<file path="src/rtl/fp_pkg.sv">
// Shared single-precision constants, opcode encodings and sequencer state type
// for the FP issue/writeback blocks.
package fp_pkg;

  localparam int          FP_W      = 32;
  localparam logic        OP_FADD   = 1'b0;
  localparam logic        OP_FSUB   = 1'b1;
  localparam logic [31:0] CANON_NAN = 32'h7FC0_0000;
  localparam logic [31:0] POS_INF   = 32'h7F80_0000;
  localparam logic [31:0] NEG_INF   = 32'hFF80_0000;

  typedef enum logic [1:0] {
    ST_IDLE  = 2'd0,
    ST_ISSUE = 2'd1,
    ST_WAIT  = 2'd2,
    ST_HOLD  = 2'd3
  } state_e;

  function automatic logic [31:0] fp_negate(input logic [31:0] x);
    return {~x[31], x[30:0]};
  endfunction

endpackage

</file>
<file path="src/rtl/fp_class.sv">
// Combinational IEEE-754 single-precision operand classifier, shared by the
// add sequencer and the compare/classify units.
module fp_class
  import fp_pkg::*;
(
  input  logic [FP_W-1:0] i_x,
  output logic            is_nan,
  output logic            is_snan,
  output logic            is_inf,
  output logic            is_zero,
  output logic            is_sub
);

  logic [7:0]  w_exp;
  logic [22:0] w_mant;
  logic        w_exp_max;
  logic        w_exp_min;
  logic        w_mant_nz;

  // NOTE: pure continuous assigns with every output always driven -- no
  // incomplete if/case paths, so no latch can be inferred here.
  assign w_exp     = i_x[30:23];
  assign w_mant    = i_x[22:0];
  assign w_exp_max = (w_exp == 8'hFF);
  assign w_exp_min = (w_exp == 8'h00);
  assign w_mant_nz = (w_mant != 23'd0);

  assign is_nan  = w_exp_max &  w_mant_nz;
  assign is_snan = is_nan    & ~w_mant[22];
  assign is_inf  = w_exp_max & ~w_mant_nz;
  assign is_zero = w_exp_min & ~w_mant_nz;
  assign is_sub  = w_exp_min &  w_mant_nz;

endmodule

</file>
<file path="src/rtl/fadd_seq.sv">
// Issue/writeback sequencer in front of the fadd unit: one op in flight,
// FSUB folded into a sign flip of b, result held with NV/OF flags and latency.
module fadd_seq
  import fp_pkg::*;
#(
  parameter int WIDTH = 32,
  parameter int RD_W  = 5,
  parameter int LAT_W = 10
) (
  input  logic             clk,
  input  logic             rst,
  input  logic             req_valid,
  output logic             req_ready,
  input  logic             req_op,
  input  logic [WIDTH-1:0] req_a,
  input  logic [WIDTH-1:0] req_b,
  input  logic [RD_W-1:0]  req_rd,
  input  logic             flush,
  output logic             fa_valid,
  output logic [WIDTH-1:0] fa_a,
  output logic [WIDTH-1:0] fa_b,
  input  logic             fa_valid_out,
  input  logic [WIDTH-1:0] fa_y,
  output logic             wb_valid,
  input  logic             wb_ready,
  output logic [RD_W-1:0]  wb_rd,
  output logic [WIDTH-1:0] wb_data,
  output logic             wb_nv,
  output logic             wb_of,
  output logic [LAT_W-1:0] wb_lat,
  output logic             busy
);

  state_e             r_state;
  logic [WIDTH-1:0]   r_a;
  logic [WIDTH-1:0]   r_b;
  logic [RD_W-1:0]    r_rd;
  logic               r_discard;
  logic [LAT_W-1:0]   r_lat_cnt;
  logic               r_req_ready;
  logic               r_fa_valid;
  logic               r_busy;
  logic               r_wb_valid;
  logic [RD_W-1:0]    r_wb_rd;
  logic [WIDTH-1:0]   r_wb_data;
  logic               r_wb_nv;
  logic               r_wb_of;
  logic [LAT_W-1:0]   r_wb_lat;

  logic w_a_nan, w_a_snan, w_a_inf, w_a_zero, w_a_sub;
  logic w_b_nan, w_b_snan, w_b_inf, w_b_zero, w_b_sub;
  logic w_unused_cls;

  fp_class u_cls_a (
    .i_x     (r_a),
    .is_nan  (w_a_nan),
    .is_snan (w_a_snan),
    .is_inf  (w_a_inf),
    .is_zero (w_a_zero),
    .is_sub  (w_a_sub)
  );

  fp_class u_cls_b (
    .i_x     (r_b),
    .is_nan  (w_b_nan),
    .is_snan (w_b_snan),
    .is_inf  (w_b_inf),
    .is_zero (w_b_zero),
    .is_sub  (w_b_sub)
  );

  assign w_unused_cls = &{1'b0, w_a_zero, w_a_sub, w_b_zero, w_b_sub};

  logic             w_handshake;
  logic [WIDTH-1:0] w_b_eff;
  logic [LAT_W-1:0] w_lat_inc;
  logic             w_inf_clash;
  logic             w_nv;
  logic             w_of;
  logic             w_drop;

  assign w_handshake = req_valid & r_req_ready;
  assign w_b_eff     = (req_op == OP_FADD) ? req_b : fp_negate(req_b);
  assign w_lat_inc   = (&r_lat_cnt) ? r_lat_cnt : r_lat_cnt + LAT_W'(1);

  // Flags are derived from the issued operands, which stay parked in r_a/r_b.
  assign w_inf_clash = ((r_a == POS_INF) && (r_b == NEG_INF)) ||
                       ((r_a == NEG_INF) && (r_b == POS_INF));
  assign w_nv   = (fa_y == CANON_NAN) && (w_a_snan || w_b_snan || w_inf_clash);
  assign w_of   = (fa_y[30:0] == POS_INF[30:0]) &&
                  !(w_a_nan || w_a_inf) && !(w_b_nan || w_b_inf);
  assign w_drop = r_discard | flush;

  // NOTE: every register here uses non-blocking assignment so all state
  // updates see the pre-edge values, independent of statement order.
  always_ff @(posedge clk) begin
    if (rst) begin
      r_state     <= ST_IDLE;
      r_a         <= '0;
      r_b         <= '0;
      r_rd        <= '0;
      r_discard   <= 1'b0;
      r_lat_cnt   <= '0;
      r_req_ready <= 1'b1;
      r_fa_valid  <= 1'b0;
      r_busy      <= 1'b0;
      r_wb_valid  <= 1'b0;
      r_wb_rd     <= '0;
      r_wb_data   <= '0;
      r_wb_nv     <= 1'b0;
      r_wb_of     <= 1'b0;
      r_wb_lat    <= '0;
    end else begin
      case (r_state)
        ST_IDLE: begin
          if (w_handshake) begin
            r_a         <= req_a;
            r_b         <= w_b_eff;
            r_rd        <= req_rd;
            r_discard   <= 1'b0;
            r_fa_valid  <= 1'b1;
            r_req_ready <= 1'b0;
            r_busy      <= 1'b1;
            r_state     <= ST_ISSUE;
          end
        end
        ST_ISSUE: begin
          r_fa_valid <= 1'b0;
          r_lat_cnt  <= '0;
          if (flush) r_discard <= 1'b1;
          r_state <= ST_WAIT;
        end
        ST_WAIT: begin
          r_lat_cnt <= w_lat_inc;
          if (fa_valid_out) begin
            if (w_drop) begin
              // fadd cannot be aborted; its late result is simply dropped.
              r_discard   <= 1'b0;
              r_req_ready <= 1'b1;
              r_busy      <= 1'b0;
              r_state     <= ST_IDLE;
            end else begin
              r_wb_data  <= fa_y;
              r_wb_rd    <= r_rd;
              r_wb_nv    <= w_nv;
              r_wb_of    <= w_of;
              r_wb_lat   <= w_lat_inc;
              r_wb_valid <= 1'b1;
              r_state    <= ST_HOLD;
            end
          end else if (flush) begin
            r_discard <= 1'b1;
          end
        end
        ST_HOLD: begin
          if (flush || wb_ready) begin
            r_wb_valid  <= 1'b0;
            r_req_ready <= 1'b1;
            r_busy      <= 1'b0;
            r_state     <= ST_IDLE;
          end
        end
        default: begin
          r_state     <= ST_IDLE;
          r_req_ready <= 1'b1;
          r_busy      <= 1'b0;
          r_fa_valid  <= 1'b0;
          r_wb_valid  <= 1'b0;
        end
      endcase
    end
  end

  assign req_ready = r_req_ready;
  assign fa_valid  = r_fa_valid;
  assign fa_a      = r_a;
  assign fa_b      = r_b;
  assign wb_valid  = r_wb_valid;
  assign wb_rd     = r_wb_rd;
  assign wb_data   = r_wb_data;
  assign wb_nv     = r_wb_nv;
  assign wb_of     = r_wb_of;
  assign wb_lat    = r_wb_lat;
  assign busy      = r_busy;

  // A result pulse outside ISSUE/WAIT means the fadd handshake was violated.
  a_no_stray_result: assert property (@(posedge clk) disable iff (rst)
    fa_valid_out |-> (r_state == ST_ISSUE || r_state == ST_WAIT))
    else $error("fadd_seq: fa_valid_out while not waiting for a result");

endmodule

</file>
<file path="config.mk">
export PLATFORM = sky130hd
export DESIGN_NAME = fadd_seq
export DESIGN_NICKNAME = d
export VERILOG_FILES = /design/src/rtl/fp_pkg.sv /design/src/rtl/fp_class.sv /design/src/rtl/fadd_seq.sv
export SDC_FILE = /design/constraint.sdc
export NUM_CORES = 1
export LEC_CHECK = 0
export ABC_AREA = 1
export CORE_MARGIN = 10
export CORE_UTILIZATION = 27
export CTS_BUF_LIST = sky130_fd_sc_hd__clkbuf_2
export CTS_CLUSTER_SIZE = 8
export DETAILED_ROUTE_END_ITERATION = 8
export GPL_ROUTABILITY_DRIVEN = 0
export GPL_TIMING_DRIVEN = 0
export PLACE_DENSITY = 0.58
export SYNTH_ARGS = -nofsm -noshare
export SYNTH_HDL_FRONTEND = slang
export SYNTH_HIERARCHICAL = 1
export SYNTH_SLANG_ARGS = --single-unit
</file>
<file path="constraint.sdc">
create_clock -name clk -period 2.06 [get_ports clk]
set_input_delay 0.412 -clock clk [delete_from_list [all_inputs] [get_ports clk]]
set_output_delay 0.412 -clock clk [all_outputs]
set_load 0.05 [all_outputs]
</file>
After elaboration in Yosys (flattened, before gate mapping)

Cells that the tools add are included.

Flip-flop bits (word level): 135
Input bits: 108
Output and inout bits: 117
Logic and storage cells: 101

$add $sub $neg: 1
Equality and inequality tests: 17
Muxes and demuxes: 25
Bitwise operators: 14
Reductions and logical operators: 29

Operators with widths:

| operator                | count |
|---|---|
| $eq A32 B31 Y1 const B  | 3 |
| $eq A32 B32 Y1 const B  | 2 |
| $reduce_bool A23 Y1     | 2 |
| $mux W32                | 1 |
| $eq A31 B31 Y1 const B  | 1 |
| $pmux W10 S2            | 1 |
| $eq A8 B8 Y1 const B    | 2 |
| $mux W1                 | 12 |
| $add A10 B1 Y10 const B | 1 |
| $mux W10                | 1 |
| $ne A2 B2 Y1 const B    | 5 |
| $reduce_and A10 Y1      | 1 |
| $pmux W1 S3             | 3 |
| $reduce_and A3 Y1       | 3 |
| $mux W2                 | 4 |
| $pmux W2 S4             | 1 |
| $and A1 B1 Y1           | 7 |
| $logic_or A1 B1 Y1      | 6 |
| $not A1 Y1              | 6 |
| $reduce_bool A2 Y1      | 3 |
| $reduce_bool A3 Y1      | 2 |
| $logic_and A1 B1 Y1     | 5 |
| $reduce_and A5 Y1       | 1 |
| $eq A2 B2 Y1 const B    | 2 |
| 8 further kinds         | 11 |

Longest topological paths before layout

Depth in word-level cells: 7
Gate-level depth with buffers: 12
Mapped depth without buffers: 12

Hierarchy

Netlist, hierarchy kept.

By module, submodules not included:

| module   | times used | cells an instance | area an instance (µm²) | sequential area each (µm²) |
|---|---|---|---|---|
| fadd_seq | 1          | 734               | 5492.8                 | 2702.6 |
| fp_class | 2          | 39                | 162.7                  | 0.0 |

Least setup slack after synthesis

Ideal clock, no wire load.

Path type: flip-flop to flip-flop
Start: register r_b[15], in the netlist fa_b[15]
End: register r_wb_of, in the netlist wb_of
Setup time: 70 ps
Data arrival time: 1727 ps
Required time: 1990 ps
Setup slack: 262 ps
Cell stages (with the launch flop): 11
Buffers on the path: 0
Period minus slack after synthesis: 1798 ps
Cells stage by stage: dfxtp_1 -> nor2_1 -> nand2_1 -> nor2_1 -> nand3_2 -> nand2_1 -> inv_1 -> or2_2 -> nor4_1 -> nand3_1 -> a21oi_1

Elaborated cells on any way between the ends: 7
Classes of those cells: bitwise (3); reduce/logical (4)

RTL lines:

| what                   | RTL line        | RTL |
|---|---|---|
| start, declared        | fadd_seq.sv:36  | `logic [WIDTH-1:0] r_b;` |
| start signal, assigned | fadd_seq.sv:118 | `r_b <= w_b_eff;` |
| $reduce_bool A23 Y1    | fp_class.sv:26  | `assign w_mant_nz = (w_mant != 23'd0);` |
| $and A1 B1 Y1          | fp_class.sv:28  | `assign is_nan = w_exp_max & w_mant_nz;` |
| via w_b_nan            | fadd_seq.sv:51  | `logic w_b_nan, w_b_snan, w_b_inf, w_b_zero, w_b_sub;` |
| $logic_or A1 B1 Y1     | fadd_seq.sv:91  | `!(w_a_nan \|\| w_a_inf) && !(w_b_nan \|\| w_b_inf);` |
| $logic_not A1 Y1       | fadd_seq.sv:91  |  |
| $logic_and A1 B1 Y1    | fadd_seq.sv:91  |  |
| end signal, assigned   | fadd_seq.sv:146 | `r_wb_of <= w_of;` |
| end, declared          | fadd_seq.sv:47  | `logic r_wb_of;` |

The timed path passes the listed nets, and every way through them passes these cells.
A chain may end at the register's enable or synchronous reset.

Final worst setup path

Start: register r_b[26], in the netlist fa_b[26]
End: output port fa_b[26]

RTL lines:

| what          | RTL line       | RTL |
|---|---|---|
| end, declared | fadd_seq.sv:21 | `output logic [WIDTH-1:0] fa_b,` |

No word-level cell between the ends.

==> reports/metrics.yaml <==
setup_path:
  required_ns: 1.65
  crit_type: "reg2out"
  crit_slowest_cell: "dfxtp_1"
  max_stage_delay_ns: 0.43
  worstPathArrival_ns: 1.52
  setup.worst_path.start_class: "register"
  cp_num_buf_inv: 1
  path_max_fanout: 4
  crit_family: "flip-flops"
  cp_cell_sequence: "clkdlybuf4s15_2"
  end_kind: "output port"
timing:
  setup_viol: 0
  fin_crit_ns: 1.932
  grt_setup_unrepaired: "no"
  final_hold_viol_count: 0
  slew_headroom_pct: 56.70
  fmax_mhz: 517.6
  fin_skew_ns: 0.02559
  setup_ws_ns: 0.1281
  post-route-period-util_pct: 93.78
  drv_slew: 0
  worstMarginPinSlew_ns: 0.6495
drt:
  routed_wl_mm: 21.57
  drtPass1Iterations: 6
  drtAntennaViolNets: 0
  vias_per_cell: 4.434
  drtIter0Drc: 365
  vias: 5875
  drt-wirelength-per-cell_microns: 16.28
  drc_errors: 0
clock_tree:
  clockRootBuffer: "clkbuf_2"
  h-tree-depth: 4
  clock_sinks: 135
  insertion_delay_ns: 0.71
  cts_max_path_buffers: 2
  numCtsBuffers: 17
  cts_tree: "done"
  post_cts_buffers: 0
  cts_hold_buf: 0
  clk_pin_slew_ns: 0.20
  cts_resized: 367
outcome:
  status: "finished clean"
cells_and_area:
  layout-drive-gt1-share_pct: 17.94
  fin_cells: 1325
  nNetsFinal: 1149
  area_growth_pct: 48.39
  fin_util_pct: 40.63
min_path:
  min_path_type: "in2reg"
global_route:
  grt_pass1_wl_mm: 33.22
  grt_antenna_before_repair: 2
  overflow: 0
  grt_use_total_pct: 15.00
  grt_max_degree: 17
  first_global_vias: 5692
synthesis:
  synth_cells: 792
  syn_nets: 906
  avgSynthCellArea_sq_um: 7.245
  synthesis.area_sq_mm: 0.005738
  yosysWarnings: 6
floorplanning:
  core.rowCount: 53
  fp.coreArea_sq_mm: 0.02096
  start_util_pct: 27.38
  io_pins: 225
  dieArea_sq_mm: 0.02748
  die_h_microns: 165.8
  fp.dieW_microns: 165.8
power_and_ir_drop:
  seq_power_share_pct: 36.3
  netSwitchingPower_w: 0.004765
  switching_share_pct: 47.64
  peakVddDrop_v: 0.0003816
  combinationalPowerShare_pct: 45.3
  power_density_mw_per_mm2: 1175
  p_leak_nw: 3.381
  p_int_w: 0.005236
  p_clk_share_pct: 18.5
placed_design:
  dp.cells: 1291
  port_buffers: 224
  dp_slack_ns: -0.4738
  dp_hpwl_mm: 16.49
run:
  drv_cap: 0
## layout by cell type (no fill, tap or decap), drive strengths merged, types with 4 or more instances in the layout
cell             n
clkdlybuf4s50  107
bufinv           4
ha               6
nand3           14
nand2          143
inv             96
buf             47
dfxtp          135
o21ai           94
clkinv          10
nand4           14
clkbuf          51
clkdlybuf4s15   73
or2              4
nor2           101
o21bai           4
a21oi          126
## power by group through the flow
stage / sequential, W / clock [W] / combinational (W)
2_1_floorplan: 0.00525 / 0 / 0.00150
3_3_place_gp: 0.00369 / 0 / 0.00483
3_5_place_dp: 0.00370 / 0 / 0.00484
4_1_cts: 0.00364 / 0.00193 / 0.00470
5_1_grt: 0.00372 / 0.00204 / 0.00491
6_report: 0.00363 / 0.00185 / 0.00453
## per-layer routing
layer / up-vias / global-route usage, % / routed length, microns
met5: - / 0 / 0
met1: 2670 / 18.31 / 9996
li1: 3045 / - / -
met4: 0 / 3.236 / 223
met3: 14 / 6.105 / 1515
met2: 146 / 24.22 / 9834
## tightest hold or removal path: stages
cell	delay [ns]
clkdlybuf4s50_1	0.41
nand2_1	0.07
a21oi_1	0.05
## area by class of cell
type | count | area, sq um
clock buffer | 18 | 90.09
fill | 2244 | 12440
antenna | 2 | 5.005
tap | 275 | 344.1
sequential | 135 | 2704
buffer | 39 | 178.9
multi-input combinational | 520 | 2510
inverter | 98 | 371.6
clock inverter | 14 | 182.7
timing repair buffer | 224 | 2128
## per-stage QoR
step           area, sq um  hold slack [ns]  power, W  setup TNS, ns
2_1_floorplan         5738           0.4297  0.006748              0
4_1_cts               8703           0.1757   0.01027              0
5_1_grt               8509           0.1733   0.01067              0
3_5_place_dp          8324           0.4473  0.008539         -9.827
3_3_place_gp          8324           0.4507  0.008521         -9.123
6_report              8514           0.2719   0.01000              0
## final timing paths
path	startpoint	endpoint	slack, ns	depth (start not counted)
worst max-delay path	fa_b[26]$_SDFFE_PP0P_	fa_b[26]	0.13	1
worst min-delay path	fa_y[0]	wb_data[0]$_SDFFE_PP0P_	0.27	3
worst max register to register	r_state[0]$_SDFFE_PP0P_	wb_lat[9]$_SDFFE_PP0P_	0.20	9
worst min register to register	r_rd[2]$_SDFFE_PP0P_	wb_rd[2]$_SDFFE_PP0P_	0.46	2
## flip-flops by register name, indices dropped and copies added (netlist names)
register	cells
busy	1
fa_a	32
fa_b	32
fa_valid	1
r_discard	1
r_lat_cnt	10
r_rd	5
r_state	2
req_ready	1
wb_data	32
wb_lat	10
wb_nv	1
wb_of	1
wb_rd	5
wb_valid	1
(Power assumes the default switching activity.)
